==> src/rtl/conv2_window_buf_pkg.sv <==
// Shared CNN constants for the second conv layer window buffer: default sizes,
// derived shift-chain depth and the FILL/EMIT state encoding.
package conv2_window_buf_pkg;

    localparam int CNN_DATA_W = 12;
    localparam int CNN_IMG_W  = 12;
    localparam int CNN_K      = 5;

    // Samples needed so the oldest window pixel is still held when the newest arrives.
    function automatic int chain_depth(input int img_w, input int k);
        return (k - 1) * img_w + k;
    endfunction

    localparam int CNN_CHAIN_D = chain_depth(CNN_IMG_W, CNN_K);

    localparam logic [0:0] ST_FILL = 1'b0;
    localparam logic [0:0] ST_EMIT = 1'b1;

endpackage

==> src/rtl/conv2_window_buf_line.sv <==
// Per-channel line chain: raster samples shift through a (K-1)*IMG_W+K deep chain
// and the K*K window taps are picked off at fixed row/column offsets.
module conv2_line_chain
    import conv2_window_buf_pkg::*;
#(
    parameter int DATA_W = CNN_DATA_W,
    parameter int IMG_W  = CNN_IMG_W,
    parameter int K      = CNN_K
) (
    input  logic                            clk,
    input  logic                            rst_n,
    input  logic                            shift_en,
    input  logic [DATA_W-1:0]               din,
    output logic [K*K-1:0][DATA_W-1:0]      taps
);

    localparam int DEPTH = chain_depth(IMG_W, K);

    // Entry 0 of the chain view is the incoming sample itself, so the taps already
    // include the pixel being accepted and only DEPTH-1 entries need storage.
    logic [DEPTH-2:0][DATA_W-1:0] chain_q;
    logic [DEPTH-1:0][DATA_W-1:0] view;

    assign view = {chain_q, din};

    always_ff @(posedge clk or negedge rst_n) begin
        if (!rst_n) begin
            chain_q <= '0;
        end else if (shift_en) begin
            chain_q <= view[DEPTH-2:0];
        end
    end

    // Tap r*K+c is pixel (R-(K-1)+r, C-(K-1)+c): its age is (K-1-r) rows plus (K-1-c) pixels.
    for (genvar r = 0; r < K; r++) begin : g_row
        for (genvar c = 0; c < K; c++) begin : g_col
            assign taps[r*K+c] = view[(K-1-r)*IMG_W + (K-1-c)];
        end
    end

endmodule

==> src/rtl/conv2_window_buf.sv <==
// Three-channel 5x5 sliding window buffer: raster pixels in, one registered window
// pulse per fully-covered output position, with an end-of-frame marker.
module conv2_window_buf
    import conv2_window_buf_pkg::*;
#(
    parameter int DATA_W = CNN_DATA_W,
    parameter int IMG_W  = CNN_IMG_W,
    parameter int K      = CNN_K
) (
    input  logic                     clk,
    input  logic                     rst_n,
    input  logic                     valid_in,
    input  logic signed [DATA_W-1:0] data_in1,
    input  logic signed [DATA_W-1:0] data_in2,
    input  logic signed [DATA_W-1:0] data_in3,
    output logic signed [DATA_W-1:0] data_out1_0,  data_out1_1,  data_out1_2,  data_out1_3,  data_out1_4,
    output logic signed [DATA_W-1:0] data_out1_5,  data_out1_6,  data_out1_7,  data_out1_8,  data_out1_9,
    output logic signed [DATA_W-1:0] data_out1_10, data_out1_11, data_out1_12, data_out1_13, data_out1_14,
    output logic signed [DATA_W-1:0] data_out1_15, data_out1_16, data_out1_17, data_out1_18, data_out1_19,
    output logic signed [DATA_W-1:0] data_out1_20, data_out1_21, data_out1_22, data_out1_23, data_out1_24,
    output logic signed [DATA_W-1:0] data_out2_0,  data_out2_1,  data_out2_2,  data_out2_3,  data_out2_4,
    output logic signed [DATA_W-1:0] data_out2_5,  data_out2_6,  data_out2_7,  data_out2_8,  data_out2_9,
    output logic signed [DATA_W-1:0] data_out2_10, data_out2_11, data_out2_12, data_out2_13, data_out2_14,
    output logic signed [DATA_W-1:0] data_out2_15, data_out2_16, data_out2_17, data_out2_18, data_out2_19,
    output logic signed [DATA_W-1:0] data_out2_20, data_out2_21, data_out2_22, data_out2_23, data_out2_24,
    output logic signed [DATA_W-1:0] data_out3_0,  data_out3_1,  data_out3_2,  data_out3_3,  data_out3_4,
    output logic signed [DATA_W-1:0] data_out3_5,  data_out3_6,  data_out3_7,  data_out3_8,  data_out3_9,
    output logic signed [DATA_W-1:0] data_out3_10, data_out3_11, data_out3_12, data_out3_13, data_out3_14,
    output logic signed [DATA_W-1:0] data_out3_15, data_out3_16, data_out3_17, data_out3_18, data_out3_19,
    output logic signed [DATA_W-1:0] data_out3_20, data_out3_21, data_out3_22, data_out3_23, data_out3_24,
    output logic                     valid_out_buf,
    output logic                     frame_done
);

    localparam int                CNT_W     = $clog2(IMG_W);
    localparam int                NTAP      = K * K;
    localparam logic [CNT_W-1:0]  LAST_IDX  = CNT_W'(IMG_W - 1);
    localparam logic [CNT_W-1:0]  WIN_START = CNT_W'(K - 1);

    logic [CNT_W-1:0] col_cnt, row_cnt;
    logic [CNT_W-1:0] acc_col, acc_row;
    logic             started;
    logic             win_cond, last_px;
    logic             fresh_q;
    logic [0:0]       state;

    logic [2:0][DATA_W-1:0]            din_v;
    logic [2:0][NTAP-1:0][DATA_W-1:0]  taps;
    logic [2:0][NTAP-1:0][DATA_W-1:0]  win_q;

    // col_cnt/row_cnt hold the last accepted pixel; acc_* is where the incoming one lands.
    always_comb begin
        acc_col = '0;
        acc_row = '0;
        if (started) begin
            if (col_cnt == LAST_IDX) begin
                acc_col = '0;
                acc_row = (row_cnt == LAST_IDX) ? '0 : row_cnt + CNT_W'(1);
            end else begin
                acc_col = col_cnt + CNT_W'(1);
                acc_row = row_cnt;
            end
        end
    end

    assign win_cond = (acc_row >= WIN_START) && (acc_col >= WIN_START);
    assign last_px  = (acc_row == LAST_IDX) && (acc_col == LAST_IDX);

    always_ff @(posedge clk or negedge rst_n) begin
        if (!rst_n) begin
            col_cnt    <= '0;
            row_cnt    <= '0;
            started    <= 1'b0;
            state      <= ST_FILL;
            fresh_q    <= 1'b0;
            frame_done <= 1'b0;
        end else begin
            fresh_q    <= valid_in;
            frame_done <= valid_in && win_cond && last_px;
            if (valid_in) begin
                col_cnt <= acc_col;
                row_cnt <= acc_row;
                started <= 1'b1;
                state   <= win_cond ? ST_EMIT : ST_FILL;
            end
        end
    end

    // A pulse needs both a fresh acceptance and that acceptance to have completed a window.
    assign valid_out_buf = fresh_q && (state == ST_EMIT);

    assign din_v = {data_in3, data_in2, data_in1};

    for (genvar n = 0; n < 3; n++) begin : g_ch
        conv2_line_chain #(
            .DATA_W (DATA_W),
            .IMG_W  (IMG_W),
            .K      (K)
        ) u_chain (
            .clk      (clk),
            .rst_n    (rst_n),
            .shift_en (valid_in),
            .din      (din_v[n]),
            .taps     (taps[n])
        );
    end

    always_ff @(posedge clk or negedge rst_n) begin
        if (!rst_n) begin
            win_q <= '0;
        end else if (valid_in && win_cond) begin
            win_q <= taps;
        end
    end

    assign {data_out1_24, data_out1_23, data_out1_22, data_out1_21, data_out1_20,
            data_out1_19, data_out1_18, data_out1_17, data_out1_16, data_out1_15,
            data_out1_14, data_out1_13, data_out1_12, data_out1_11, data_out1_10,
            data_out1_9,  data_out1_8,  data_out1_7,  data_out1_6,  data_out1_5,
            data_out1_4,  data_out1_3,  data_out1_2,  data_out1_1,  data_out1_0} = win_q[0];

    assign {data_out2_24, data_out2_23, data_out2_22, data_out2_21, data_out2_20,
            data_out2_19, data_out2_18, data_out2_17, data_out2_16, data_out2_15,
            data_out2_14, data_out2_13, data_out2_12, data_out2_11, data_out2_10,
            data_out2_9,  data_out2_8,  data_out2_7,  data_out2_6,  data_out2_5,
            data_out2_4,  data_out2_3,  data_out2_2,  data_out2_1,  data_out2_0} = win_q[1];

    assign {data_out3_24, data_out3_23, data_out3_22, data_out3_21, data_out3_20,
            data_out3_19, data_out3_18, data_out3_17, data_out3_16, data_out3_15,
            data_out3_14, data_out3_13, data_out3_12, data_out3_11, data_out3_10,
            data_out3_9,  data_out3_8,  data_out3_7,  data_out3_6,  data_out3_5,
            data_out3_4,  data_out3_3,  data_out3_2,  data_out3_1,  data_out3_0} = win_q[2];

endmodule

==> config.mk <==
export PLATFORM = sky130hd
export DESIGN_NAME = conv2_window_buf
export DESIGN_NICKNAME = d
export VERILOG_FILES = /design/src/rtl/conv2_window_buf_pkg.sv /design/src/rtl/conv2_window_buf_line.sv /design/src/rtl/conv2_window_buf.sv
export SDC_FILE = /design/constraint.sdc
export NUM_CORES = 2
export LEC_CHECK = 0
export BUFFER_PORTS_ARGS = -buffer_cell sky130_fd_sc_hd__buf_4
export CAP_MARGIN = 20
export CORE_AREA = 3 3 404 486
export CTS_BUF_LIST = sky130_fd_sc_hd__clkbuf_4
export CTS_CLUSTER_DIAMETER = 80
export CTS_CLUSTER_SIZE = 8
export DETAILED_ROUTE_END_ITERATION = 16
export DIE_AREA = 0 0 407 489
export PLACE_DENSITY = 0.76
export SKIP_CTS_REPAIR_TIMING = 1
export SYNTH_ARGS = -nofsm -noshare
export SYNTH_HDL_FRONTEND = slang
export SYNTH_SLANG_ARGS = --single-unit
==> constraint.sdc <==
create_clock -name clk -period 2.1 [get_ports clk]
set_input_delay 0.105 -clock clk [delete_from_list [all_inputs] [get_ports clk]]
set_output_delay 0.105 -clock clk [all_outputs]
set_load 0.02 [all_outputs]
==> results.yml <==
outcome:
  failed_checks: "negative setup slack"
  status: "finished with violations"
place:
  hpwl_mm: 160
  routabilityCongestion: 0.826
  dp_slack_ns: -0.461
  io_buffers: 940
logic_synthesis:
  synth_cells: 5923
  yosys.area.top_type: "dfrtp_1"
  postSynthAreaPerCell_sq_um: 18.1
  yosys-top-cells-count: "dfrtp_1, mux2_2, mux2_4"
  ys.flop_type: "dfrtp_1"
  yosys_warnings: 0
  ys_top_cells_by_area: "dfrtp_1, mux2_2, mux2_4, buf_12, clkbuf_1"
  synth_seq_cells: 2784
  ys_async_sr_fraction_pct: 100
  synth_top_area_share_pct: 64.9
  yosysMostFrequentCell: "dfrtp_1"
  ys_seq_area_share_pct: 64.9
  synth_edf_count: 0
  synth_fp_nets: 5964
  synth_cell_types: 33
  netlist_area_sq_mm: 0.107
flow_run:
  maxCapViolations: 0
setup_path:
  r2r_cells: 11
  arrival_ns: 3.71
  critPathRequiredTime_ns: 3.32
  reg2reg_to: "data_out3_22[3]"
  r2r_start: "col_cnt[0]"
  critical_path_peak_fanout: 27
  reg2reg_slack_ns: -0.39
  critPathKind: "flop to flop"
  endpoint_kind: "flop"
  start_kind: "flop"
sta:
  hold_viol_final: 0
  skew_ns: 0.156
  period_minus_slack_ns: 2.49
  worst_pin_slew_ns: 0.988
  layout_setup_ws_ns: -0.389
  report.final.slew_viol_count: 0
  finalCritPeriodShare_pct: 119
  maxSlewHeadroom_pct: 34.2
  hold_ws_ns: 0.171
  fmax_ghz: 0.402
  finalSetupViolCount: 909
  rsz0062_at_grt: "yes"
global_route:
  track_usage_pct: 22.8
  globalRouteOverflowTotal: 0
  grt_pass1_wl_mm: 350
  grt_pass1_vias: 57000
  grt_max_degree: 167
  antenna_found_initial: 9
die:
  ios: 941
  dieArea_sq_mm: 0.199
  num_rows: 176
  die_h_um: 489
  design.core.area_sq_mm: 0.192
  die_w_um: 407
  initial_core_util_pct: 56.0
cells_and_area:
  post-route-util_pct: 64.5
  largest_reg_flops: 1008
  nFillCells: 13300
  drive_above_1_share_pct: 60.4
  areaGrowthSynthToFinish_pct: 15.1
  top_register: "g_ch.u_chain.chain_q"
  finalNetCount: 7394
min_path:
  hold_class: "primary input to flop"
  min-delay-start: "data_in2[5]"
  min_path_cells: 4
  min_to: "data_out2_24[5]"
drt:
  vias: 54200
  drt-wirelength-per-cell_um: 23.6
  antenna_left: 0
  viasPerCell: 5.44
  drc_errors: 0
  first_iter_violations: 3088
  first_pass_iters: 7
  wl_mm: 235
power_and_ir_drop:
  ir_drop_mv: 0.927
  intPower_mw: 98.7
  p_leak_nw: 61.2
  swShare_pct: 31.1
  pwr-share-comb_pct: 28.1
  power_frac_seq_pct: 54.0
  p_per_area_mw_per_mm2: 1160
  clkPwrFrac_pct: 18.0
  p_sw_mw: 44.6
clock_network:
  cts_tree: "built"
  clockRootBuffer: "clkbuf_4"
  cts_max_level: 5
  numCtsBuffers: 398
  cts_buffer_depth: 4
  cts.clk_slew.worst_paths_ns: 0.09
  clock_sinks: 2784
  clk_latency_ns: 1.36
[layout make-up]
cell class / count / area, sq um / share of cell area, %
sequential: 2784 / 69700 / 56.3
multi-input combinational: 2821 / 34900 / 28.2
timing repair buffer: 1342 / 12700 / 10.3
tap: 2581 / 3230 / 2.61
clock buffer: 403 / 3030 / 2.45
clock inverter: 10 / 73.8 / 0.0597
antenna: 12 / 30.0 / 0.0243
inverter: 6 / 22.5 / 0.0182
[worst max path at each step]
stage / to / from / slack (ns)
3_3_place_gp: data_out1_11[3] / col_cnt[0] / -0.43
5_1_grt: data_out2_17[0] / col_cnt[1] / -0.43
3_5_place_dp: data_out1_6[4] / col_cnt[0] / -0.46
4_1_cts: data_out1_12[7] / col_cnt[0] / -0.48
2_1_floorplan: data_out1_0[11] / col_cnt[2] / -0.10
6_report: data_out3_22[3] / col_cnt[0] / -0.39
[layer usage]
metal / wire (um) / part of all wire [%] / track usage [%]
met3: 15500 / 6.6 / 6.41
met2: 109000 / 46 / 35.0
met5: 0 / 0 / 0
met4: 4860 / 2.1 / 5.83
met1: 105000 / 45 / 32.5
[placed cells by master, fill, tap and decap left out, types with 3 or more instances in the layout]
| master | synthesis | layout |
|---|---|---|
| buf_12 | 98 | 82 |
| buf_16 | 0 | 27 |
| buf_4 | 2 | 1080 |
| buf_6 | 2 | 15 |
| buf_8 | 0 | 15 |
| clkbuf_16 | 0 | 37 |
| clkbuf_4 | 0 | 403 |
| dfrtp_1 | 2784 | 2784 |
| diode_2 | 0 | 12 |
| dlygate4sd3_1 | 0 | 86 |
| inv_1 | 6 | 6 |
| inv_2 | 0 | 6 |
| mux2_2 | 1884 | 1884 |
| mux2_4 | 890 | 890 |
| nand2_1 | 7 | 6 |
| nand3_1 | 3 | 3 |
| nor2_1 | 6 | 6 |
| o21ai_0 | 6 | 6 |
[logic make-up (layout without fill, tap and decap cells)]
| family | count (synthesis) | in the layout | share of synthesized area, % |
|---|---|---|---|
| AO/OA/AOI/OAI | 16 | 16 | 0.106 |
| XOR/XNOR | 3 | 3 | 0.0245 |
| adder cells (fa/ha/maj) | 2 | 2 | 0.0233 |
| buffers and inverters | 318 | 1761 | 2.63 |
| flip-flops | 2784 | 2784 | 64.9 |
| multiplexers | 2775 | 2775 | 32.2 |
| other | 0 | 12 | 0 |
| AND/OR/NAND/NOR | 25 | 25 | 0.126 |
[per-stage QoR]
| step | TNS, ns | power (mW) | instances | instance area, sq um |
|---|---|---|---|---|
| floorplan | -92.61 | 100 | 5923 | 107000 |
| finish | -269.01 | 143 | 9959 | 124000 |
| global placement | -297.74 | 115 | 9363 | 118000 |
| global route | -404.47 | 151 | 9955 | 124000 |
| CTS | -390.01 | 143 | 9776 | 121000 |
| detailed placement | -321.42 | 116 | 9363 | 118000 |
[critical path: stages, from the launching register on]
cell and delay [ns]:
dfrtp_1 0.42, buf_6 0.15, ha_4 0.16, xor2_1 0.19
nor2_1 0.10, a2111oi_4 0.21, buf_6 0.18, buf_12 0.19
buf_12 0.12, buf_12 0.15, buf_12 0.24, mux2_4 0.32
[power by group through the flow]
stage / Clock (mW) / Sequential (mW) / Combinational, mW
after CTS: 26.9 / 77.3 / 38.3
after detailed placement: 0 / 78.2 / 38.3
after global routing: 29.2 / 78.8 / 42.7
after floorplan: 0 / 78.1 / 22.0
final: 25.8 / 77.3 / 40.2
after global placement: 0 / 77.8 / 37.2
(Power assumes the default switching activity.)
